--- src/rtl/ps2_kbd_encoder.sv ---
// PS/2 keyboard device emulator: joystick bit changes become set-2 make/break frames on
// open-drain clock/data. Define KBD_TYPEMATIC_EN to auto-repeat the last held key.
module ps2_kbd_encoder #(
    parameter int CLK_DIV  = 1000,
    parameter int GAP_CYC  = 2000,
    parameter int INH_HOLD = 2000
`ifdef KBD_TYPEMATIC_EN
    ,
    parameter int TM_DELAY = 12000000,
    parameter int TM_RATE  = 2400000
`endif
) (
    input  logic       clk,
    input  logic       reset_n,
    input  logic [7:0] joystick,
    input  logic       ps2_clk_in,
    output logic       ps2_clk_out,
    output logic       ps2_data_out,
    output logic       busy,
    output logic       byte_sent
);

    typedef enum logic [2:0] {
        S_IDLE, S_SELECT, S_START, S_SETUP, S_LOW, S_HIGH, S_GAP, S_INHIBIT
    } state_t;

    localparam logic [31:0] DIV_LAST = 32'(CLK_DIV - 1);
    localparam logic [31:0] GAP_LAST = 32'(GAP_CYC - 1);
    localparam logic [31:0] INH_LAST = 32'(INH_HOLD - 1);
    localparam logic [3:0]  STOP_BIT = 4'd10;

    state_t      state_q, state_d;
    logic [7:0]  reported_q;
    logic [2:0]  key_q;
    logic        tgt_q;
    logic [23:0] list_q;
    logic [1:0]  len_q;
    logic [1:0]  idx_q;
    logic [3:0]  bit_q;
    logic [31:0] cnt_q;
    logic        byte_sent_q;

    logic [7:0]  diff;
    logic [2:0]  sel_key;
    logic        sel_tgt;
    logic        sel_valid;
    logic [7:0]  sel_code;
    logic        div_done, gap_done, inh_done, last_entry;
    logic        tm_fire;
    logic [7:0]  cur_byte;
    logic        frame_bit;

`ifdef KBD_TYPEMATIC_EN
    logic [2:0]  tm_key_q;
    logic        tm_valid_q;
    logic        tm_first_q;
    logic [31:0] tm_cnt_q;
`endif

    function automatic logic [7:0] key_code(input logic [2:0] k);
        case (k)
            3'd0:    return 8'h29;
            3'd1:    return 8'h16;
            3'd2:    return 8'h1E;
            3'd3:    return 8'h76;
            3'd4:    return 8'h75;
            3'd5:    return 8'h72;
            3'd6:    return 8'h6B;
            default: return 8'h74;
        endcase
    endfunction

    // Lowest changed bit wins; with nothing pending the repeat key (if any) is chosen.
    always_comb begin
        // NOTE: every combinational output gets a default first so no latch is inferred.
        diff    = joystick ^ reported_q;
        sel_key = '0;
        for (int i = 7; i >= 0; i--) begin
            if (diff[i]) sel_key = 3'(i);
        end
        sel_valid = (diff != '0);
`ifdef KBD_TYPEMATIC_EN
        if (diff == '0) begin
            sel_key   = tm_key_q;
            sel_valid = tm_valid_q;
        end
`endif
        sel_tgt  = joystick[sel_key];
        sel_code = key_code(sel_key);
    end

    always_comb begin
        div_done   = (cnt_q == DIV_LAST);
        gap_done   = (cnt_q == GAP_LAST);
        inh_done   = ps2_clk_in && (cnt_q == INH_LAST);
        last_entry = (idx_q == (len_q - 2'd1));
        case (idx_q)
            2'd0:    cur_byte = list_q[7:0];
            2'd1:    cur_byte = list_q[15:8];
            default: cur_byte = list_q[23:16];
        endcase
        case (bit_q)
            4'd0:    frame_bit = 1'b0;
            4'd9:    frame_bit = ~^cur_byte;
            4'd10:   frame_bit = 1'b1;
            default: frame_bit = cur_byte[3'(bit_q - 4'd1)];
        endcase
    end

    always_ff @(posedge clk or negedge reset_n) begin
        if (!reset_n) begin
            state_q <= S_IDLE;
        end else begin
            // NOTE: sequential state uses non-blocking assignments so every register
            // samples pre-edge values regardless of process ordering.
            state_q <= state_d;
        end
    end

    always_comb begin
        state_d = state_q;
        case (state_q)
            S_IDLE:    if (diff != '0 || tm_fire) state_d = S_SELECT;
            S_SELECT:  state_d = sel_valid ? S_START : S_IDLE;
            S_START:   state_d = ps2_clk_in ? S_SETUP : S_INHIBIT;
            S_SETUP: begin
                if (!ps2_clk_in)   state_d = S_INHIBIT;
                else if (div_done) state_d = S_LOW;
            end
            S_LOW:     if (div_done) state_d = (bit_q == STOP_BIT) ? S_GAP : S_HIGH;
            S_HIGH: begin
                if (!ps2_clk_in)   state_d = S_INHIBIT;
                else if (div_done) state_d = S_SETUP;
            end
            S_GAP:     if (gap_done) state_d = last_entry ? S_IDLE : S_START;
            S_INHIBIT: if (inh_done) state_d = S_SETUP;
            default:   state_d = S_IDLE;
        endcase
    end

    always_comb begin
        ps2_clk_out  = 1'b1;
        ps2_data_out = 1'b1;
        busy         = (state_q != S_IDLE);
        byte_sent    = byte_sent_q;
        case (state_q)
            S_SETUP, S_HIGH: ps2_data_out = frame_bit;
            S_LOW: begin
                ps2_clk_out  = 1'b0;
                ps2_data_out = frame_bit;
            end
            default: ;
        endcase
    end

    always_ff @(posedge clk or negedge reset_n) begin
        if (!reset_n) begin
            reported_q  <= '0;
            key_q       <= '0;
            tgt_q       <= 1'b0;
            list_q      <= '0;
            len_q       <= '0;
            idx_q       <= '0;
            bit_q       <= '0;
            cnt_q       <= '0;
            byte_sent_q <= 1'b0;
        end else begin
            byte_sent_q <= (state_q == S_LOW) && div_done && (bit_q == STOP_BIT);

            // The inhibit counter measures a continuous high stretch, so any low restarts it.
            if (state_d != state_q || (state_q == S_INHIBIT && !ps2_clk_in))
                cnt_q <= '0;
            else
                cnt_q <= cnt_q + 32'd1;

            if (state_q == S_START || state_q == S_INHIBIT)
                bit_q <= '0;
            else if (state_q == S_HIGH && state_d == S_SETUP)
                bit_q <= bit_q + 4'd1;

            if (state_q == S_SELECT) begin
                key_q <= sel_key;
                tgt_q <= sel_tgt;
                idx_q <= '0;
                case ({sel_key[2], sel_tgt})
                    2'b01: begin list_q <= {16'h0000, sel_code};        len_q <= 2'd1; end
                    2'b11: begin list_q <= {8'h00, sel_code, 8'hE0};     len_q <= 2'd2; end
                    2'b00: begin list_q <= {8'h00, sel_code, 8'hF0};     len_q <= 2'd2; end
                    default: begin list_q <= {sel_code, 8'hF0, 8'hE0};   len_q <= 2'd3; end
                endcase
            end

            if (state_q == S_GAP && gap_done) begin
                if (last_entry) reported_q[key_q] <= tgt_q;
                else            idx_q <= idx_q + 2'd1;
            end
        end
    end

`ifdef KBD_TYPEMATIC_EN
    always_comb begin
        tm_fire = (state_q == S_IDLE) && tm_valid_q && (diff == '0) &&
                  (tm_cnt_q == (tm_first_q ? 32'(TM_DELAY - 1) : 32'(TM_RATE - 1)));
    end

    // A finished make arms the repeat; a finished break or a different key disarms/rearms it.
    always_ff @(posedge clk or negedge reset_n) begin
        if (!reset_n) begin
            tm_key_q   <= '0;
            tm_valid_q <= 1'b0;
            tm_first_q <= 1'b0;
            tm_cnt_q   <= '0;
        end else begin
            if (state_q == S_GAP && gap_done && last_entry) begin
                tm_valid_q <= tgt_q;
                tm_first_q <= !(tm_valid_q && tm_key_q == key_q);
                tm_key_q   <= key_q;
            end
            if (state_q != S_IDLE || diff != '0)
                tm_cnt_q <= '0;
            else if (tm_valid_q)
                tm_cnt_q <= tm_cnt_q + 32'd1;
        end
    end
`else
    always_comb tm_fire = 1'b0;
`endif

endmodule

--- config.mk ---
export PLATFORM = sky130hd
export DESIGN_NAME = ps2_kbd_encoder
export DESIGN_NICKNAME = d
export VERILOG_FILES = /design/src/rtl/ps2_kbd_encoder.sv
export SDC_FILE = /design/constraint.sdc
export NUM_CORES = 1
export LEC_CHECK = 0
export CAP_MARGIN = 20
export CORE_MARGIN = 1
export CORE_UTILIZATION = 55
export CTS_BUF_LIST = sky130_fd_sc_hd__clkbuf_16
export CTS_CLUSTER_DIAMETER = 60
export CTS_CLUSTER_SIZE = 8
export DETAILED_ROUTE_END_ITERATION = 10
export PLACE_DENSITY = 0.71
export RECOVER_POWER = 50
export SYNTH_ARGS = -nofsm -noshare
export SYNTH_HDL_FRONTEND = slang
export SYNTH_SLANG_ARGS = --single-unit
--- constraint.sdc ---
create_clock -name clk -period 7.04 [get_ports clk]
set_input_delay 0.704 -clock clk [delete_from_list [all_inputs] [get_ports clk]]
set_output_delay 0.704 -clock clk [all_outputs]
set_load 0.02 [all_outputs]
* After elaboration in Yosys (flattened, before gate mapping)
Cells that the tools add are included.
Storage, ports and cells: flip-flop bits (word level) 80, bits of input ports 11, output and inout port bits 4, word-level logic and storage cells 106
Cells by class: add/sub/neg operators 5, order comparisons 4, equality and inequality tests 23, muxes and demuxes 41, bitwise operators 1, reduce and logical (&&, ||, !) cells 22
Operators by type and width (count):
- $pmux 24 s3 | 1
- $mux 3 | 17
- $pmux 7 s7 | 1
- $add 32x1->32 const B | 1
- $eq 32x10->1 const B | 1
- $eq 32x11->1 const B | 1
- $mux 32 | 1
- $pmux 3 s8 | 1
- $eq 3x3->1 const B | 7
- $pmux 8 s2 | 1
- $eq 3x2->1 const B | 5
- $lt 3x4->1 const B | 3
- $mux 2 | 6
- $bwmux 8 | 1
- $eq 4x4->1 const B | 2
- $mux 4 | 2
- $reduce_bool 8->1 | 1
- $reduce_xnor 8->1 | 1
- $xor 8x8->8 | 1
- $logic_and 1x1->1 | 7
- $bmux 1 s3 | 2
- $eq 3x1->1 const B | 2
- $logic_not 3->1 | 2
- $mux 1 | 5
- 21 further kinds | 24

* Longest topological paths before layout
depth in word-level cells 14, depth in mapped cells 10, depth with buffers taken out 9

* Worst setup path before layout
No wires, ideal clock.
path kind reg2out, start register idx_q[0], end output port ps2_data_out, arrival time 2554 ps, data required time 6336 ps, slack 3782 ps, stages on the path, launching flop included 11, buffers on the path 1, path through dfrtp_1 -> inv_1 -> ha_1 -> buf_1 -> nor2_1 -> a21oi_1 -> mux4_2 -> nor2b_1 -> a211oi_1 -> a31oi_1 -> o21ai_0
On the way: longest elaborated chain between the ends 6, elaborated cells on any way between the ends 8, classes of those cells 1 x eq/ne; 5 x mux; 2 x reduce/logical
RTL lines:
- start: declaration | line 38 | logic [1:0] idx_q;
- start signal: assignment | line 195 | else idx_q <= idx_q + 2'd1;
- $eq 2x1->1 or $logic_not 2->1 (tied branches) | line 97 | case (idx_q)
- $pmux 8 s2 (*) | line 97
- $bmux 1 s3 | line 106 | default: frame_bit = cur_byte[3'(bit_q - 4'd1)];
- $mux 1 (implied by the code) | line 106
- $pmux 1 s3 (*) | line 102 | case (bit_q)
- $mux 1 (*) | line 146 | case (state_q)
- end: declaration | line 18 | output logic ps2_data_out,
Every way passes the cells marked *; elsewhere a longest branch is shown, timed or not. The select of a mux whose other input is x is not followed.

==> summary.txt <==
CTS
  • CTS tree: yes
  • # resized after CTS: 0
  • Clk buf depth: 2
  • Worst skew pair latency: between 0.3 and 0.4 ns
  • Clk sinks: a little under 80
  • Htree depth: 3
  • Total CTS buffers: 9
  • Post-CTS Hold Buffers: 0
  • Clock-pin slew on the worst setup and hold paths: approximately 0.06 ns
  • Setup bufs post-CTS: 0
  • Clk root buf: clkbuf_16

Power and ir drop
  • Max IR drop VDD: roughly 120 uV
  • Sw Share: 0.262
  • Total Power: 1.00 mW
  • Net Sw Power: 0.262 mW
  • Share of power burned in combinational logic: 0.087
  • Seq pwr share: 0.470
  • P_leak: around 2.2 nW
  • Internal power: ~0.74 mW
  • Power Dens Cells: around 200 nW/um2
  • Clock Power Share: 0.443

Global route
  • GRT Total Usage: 0.253
  • Vias in the first global route: between 3,000 and 4,000
  • Initial antenna violation count: 0
  • Gr ovfl total: 0
  • First-pass GRT wire length: between 15,000 and 20,000 um
  • Largest net degree at the start of global routing: 79

Worst setup path
  • Worst Setup SP: reset_n
  • Critical Path Source Type: input port
  • Worst path slowest cell: clkbuf_1
  • CP max FO: between 70 and 80
  • CP dominant cell by count: clkbuf_1
  • Worst EP arrival: roughly 3.8 ns
  • Cells along the critical path: clkbuf_1 > clkbuf_1
  • Worst path bufs/invs: 2
  • Critical Path Stages: 2
  • Data required, critical path: about 6.6 ns
  • Worst path top cell family by delay: buffers and inverters
  • Critical path type: in -> async
  • Worst r2r src: cnt_q[4]
  • Cells on worst reg2reg path: 8
  • Max incr delay on CP: approximately 2.8 ns
  • Crit. End Element: asynchronous set/reset pin

STA
  • Slew at the pin closest to its max-slew limit: between 3 and 4 ns
  • Max Fclk: ~240 MHz
  • Clock Skew: between 0.005 and 0.006 ns
  • RSZ-0062 raised after global routing: false
  • Relative slew slack: -1.62
  • Setup Viol. Count Final: 0
  • TNS Setup: 0 ns
  • Fin crit period: 4.24 ns
  • Final period utilization: 0.603
  • Final hold vios: 0
  • Slew Limit Fails: 74

Logic synthesis
  • Sequential element share of the synthesized area: 0.431
  • Asr flop ratio synth: 1.00
  • Cell count after synthesis: around 500
  • Post-synth cell types: just under 60
  • EDFF count, synth: 0
  • Synthesized area: 4530 um2
  • Mean Syn Cell Area: between 9 and 10 um2
  • Post-synth top area share: 0.431
  • Flops & latches, synth: slightly below 80
  • Ys Warns: 0
  • Area leader, netlist: dfrtp_1
  • Net Count, Synth: 518
  • Top FF cell, synth: dfrtp_1
  • Top post-synthesis cells by area: dfrtp_1, nor2_1, xnor2_1

Routing
  • Via density: slightly below 6
  • Final WL: 9960 um
  • Residual DRC: 0
  • Average wire per standard cell: approximately 16 um
  • Remaining antenna violation count: 0
  • First-pass detailed-route iteration total: 4
  • Drt initial violations: between 200 and 250
  • Vias: between 3,000 and 4,000

Layout
  • Most frequent cells in the layout: nor2_1, dfrtp_1, nand2_1
  • Post-layout nets: between 500 and 600
  • Most common cell after layout, fill and taps aside: nor2_1
  • P&R area growth vs syn: 10.7%
  • Multi-input logic area: about 2400 um2
  • Fill cell count: 680
  • Layout cells sized above 1: 0.0643
  • Final Util: 0.639
  • Antenna cells: 0
  • Register area: ~2000 um2

Floorplan
  • Die height: roughly 90 um
  • Num rows: 32
  • Starting Density: 0.577
  • Core area: 7850 um2
  • # IOs: 15
  • Die area: between 8000 and 9000 um2
  • Die Width: about 93 um

Outcome
  • Status: complete, but fails checks
  • Failing checks: max-capacitance violations, max-slew violations

Placement
  • Post-DP HPWL: approximately 6900 um
  • IO buf count: 14
  • GP Congestion: 0.876

Run
  • Max-cap viol count: 1

Hold path
  • Tightest Hold Check Type: in -> async
## flip-flops by register name, summed over array words and instances (netlist names)
register	cells
byte_sent	1
key_q	3
len_q	1
bit_q	4
reported_q	8
cnt_q	32
idx_q	2
state_q	3
tgt_q	1
list_q	23
## layout make-up
type                            count  area share
Clock buffer                        9      0.0449
Timing Repair Buffer               17      0.0297
Tap cell                          102      0.0255
Inverter                           18      0.0135
Sequential cell                    78       0.389
Multi-Input combinational cell    384       0.486
Clock inverter                      7      0.0115
## worst register-to-register path: cells and delay by family, from the launching register on
family	cells	cell delay, ns
AND/OR/NAND/NOR	4	1.18
buffers and inverters	1	0.38
AO/OA/AOI/OAI	3	1.11
flip-flops	1	0.44
## per-stage QoR
stage	hold slack, ns	cell area (um2)	setup WS (ns)	instances
floorplan	0.408	4530	3.78	499
CTS	0.462	5010	3.02	613
global placement	0.447	4730	3.45	597
global route	0.233	5010	1.90	615
finish	0.212	5010	2.80	615
detailed placement	0.454	4730	3.31	597
## power by group through the flow
stage               logic, mW  clock network (mW)  registers (mW)
floorplan              0.0591                   0           0.474
CTS                    0.0872               0.449           0.470
finish                 0.0866               0.443           0.471
global route           0.0987               0.470           0.471
global placement       0.0846                   0           0.479
detailed placement     0.0865                   0           0.479
## cells by family (layout without fill, tap and decap cells)
group | Yosys count | in the layout | share of synthesized area
flip-flops | 78 | 78 | 0.431
AND/OR/NAND/NOR | 210 | 210 | 0.226
multiplexers | 12 | 12 | 0.0343
buffers and inverters | 37 | 51 | 0.0315
XOR/XNOR | 52 | 52 | 0.101
AO/OA/AOI/OAI | 102 | 102 | 0.155
adder cells (fa/ha/maj) | 8 | 8 | 0.0221
## routing by layer
metal	wire [um]	up-vias	global-route usage
met1	4990	1800	0.360
met3	349	11	0.0632
met5	0	-	0
li1	-	1780	-
met2	4490	66	0.378
met4	135	0	0.0821
## worst paths after layout
check,to,slack [ns]
setup / recovery,reported_q[6],2.80
hold / removal,list_q[2],0.21
setup reg to reg,cnt_q[29],3.78
hold reg to reg,cnt_q[0],0.46
max in group clk,ps2_data_out,3.00
min in group clk,cnt_q[0],0.46
## synthesized netlist by cell type (all sizes together) (2+ instances only)
cell type,n
a211o,2
a211oi,8
a21o,6
a21oi,23
a221o,2
a22o,17
a22oi,4
a31oi,2
a41oi,2
and2,2
and3,10
and4,2
buf,4
clkbuf,15
dfrtp,78
ha,8
inv,18
mux2,8
mux2i,2
mux4,2
nand2,38
nand3,18
nand3b,3
nand4,11
nor2,84
nor2b,5
nor3,12
nor3b,2
nor4,9
o2111ai,2
o211ai,2
o21ai,18
o22ai,2
o31ai,3
or2,5
or3,3
xnor2,28
xor2,24
Power figures use the tool's default switching activity.
==> variant (same flow settings) <==
Register the input `joystick` before use. The logic sees it one clock later.
--- a/src/rtl/ps2_kbd_encoder.sv
+++ b/src/rtl/ps2_kbd_encoder.sv
@@ -29,6 +29,12 @@
     localparam logic [31:0] INH_LAST = 32'(INH_HOLD - 1);
     localparam logic [3:0]  STOP_BIT = 4'd10;
 
+    logic [7:0] joystick_q;
+
+    always_ff @(posedge clk) begin
+        joystick_q <= joystick;
+    end
+
     state_t      state_q, state_d;
     logic [7:0]  reported_q;
     logic [2:0]  key_q;
@@ -73,7 +79,7 @@
     // Lowest changed bit wins; with nothing pending the repeat key (if any) is chosen.
     always_comb begin
         // NOTE: every combinational output gets a default first so no latch is inferred.
-        diff    = joystick ^ reported_q;
+        diff    = joystick_q ^ reported_q;
         sel_key = '0;
         for (int i = 7; i >= 0; i--) begin
             if (diff[i]) sel_key = 3'(i);
@@ -85,7 +91,7 @@
             sel_valid = tm_valid_q;
         end
 `endif
-        sel_tgt  = joystick[sel_key];
+        sel_tgt  = joystick_q[sel_key];
         sel_code = key_code(sel_key);
     end
 
Function: changed (a bounded check fails within 4 cycles, from zero or initial values and one cycle with reset_n low).
==> variant against the original RTL <==
- the flow still finishes with violations (capacitance limit, slew limit)
- sequential cell count rose by 8
- setup slack improved by 0.15 ns
- clock skew rose by 0.00091 ns
- final cell count fell by 1.3%
- hold slack improved by 0.26 ns
- final area rose by 5.1%
- synthesized area rose by 6.9%
- wire length rose by 2.1%
- non-clock buffer count did not move
- critical path type unchanged
- critical endpoint is now list_q[21]
Power is not compared: it rests on default switching activity, and its combinational part moved more than twofold at a synthesized area within 25%.
==> variant: results <==
[finish]
fill_cells = 693
reg_top3 = cnt_q: 32 flops, list_q: 23 flops

[logic_synthesis]
ys_seq_area_frac = 0.4361
ys_top_cells_by_area = dfrtp_1, nor4_1, xor2_1
async_flop_share = 0.9070
yosys.cell_types.count = 64

[setup_path]
r2r_cells = 7
cpPeakStageDelay_ns = 2.82
r2r_start = cnt_q[11]
r2r_slack_ns = 3.67

[global_routing]
grt_pass1_wl_microns = 17420
use_met1 = 0.3572
track_usage = 0.2487

[drt]
routed-wl-met2_microns = 4721
initialDrtViolationCount = 268
wl_met3_microns = 379
drt-met1-wl_microns = 4962

[timing]
fin_crit_sh = 0.5819
worst_hold_slack_ns = 0.4763
drv_slew = 79
max_slew_margin = -1.732

[outcome]
status = complete, but fails checks
violations = capacitance limit, slew limit

[placed_design]
gp_congestion = 0.7867
numPlacedInstances = 592

[job]
drv_cap = 1

[min_path]
min_path_type = reg2reg
[variant: power by group through the flow]
stage	registers, uW	logic, uW	clock network [uW]
2_1_floorplan	606	409	0
3_3_place_gp	650	422	0
3_5_place_dp	650	436	0
5_1_grt	656	482	518
4_1_cts	643	438	498
6_report	645	437	487
[variant: layout make-up]
class                           instances  area [sq um]  area share
Multi-Input combinational cell        372          2520      0.4783
Sequential cell                        86          2112      0.4009
Clock buffer                            9         225.2     0.04275
Timing Repair Buffer                   17         156.4     0.02968
Tap cell                              105         131.4     0.02493
Clock inverter                          6         78.83     0.01496
Inverter                               12         45.04    0.008549
[variant: logic make-up after synthesis]
kind of cell | share of synthesized area
adder cells (fa/ha/maj) | 0.02067
multiplexers | 0.04779
XOR/XNOR | 0.08964
flip-flops | 0.4361
AO/OA/AOI/OAI | 0.1299
buffers and inverters | 0.04469
AND/OR/NAND/NOR | 0.2312
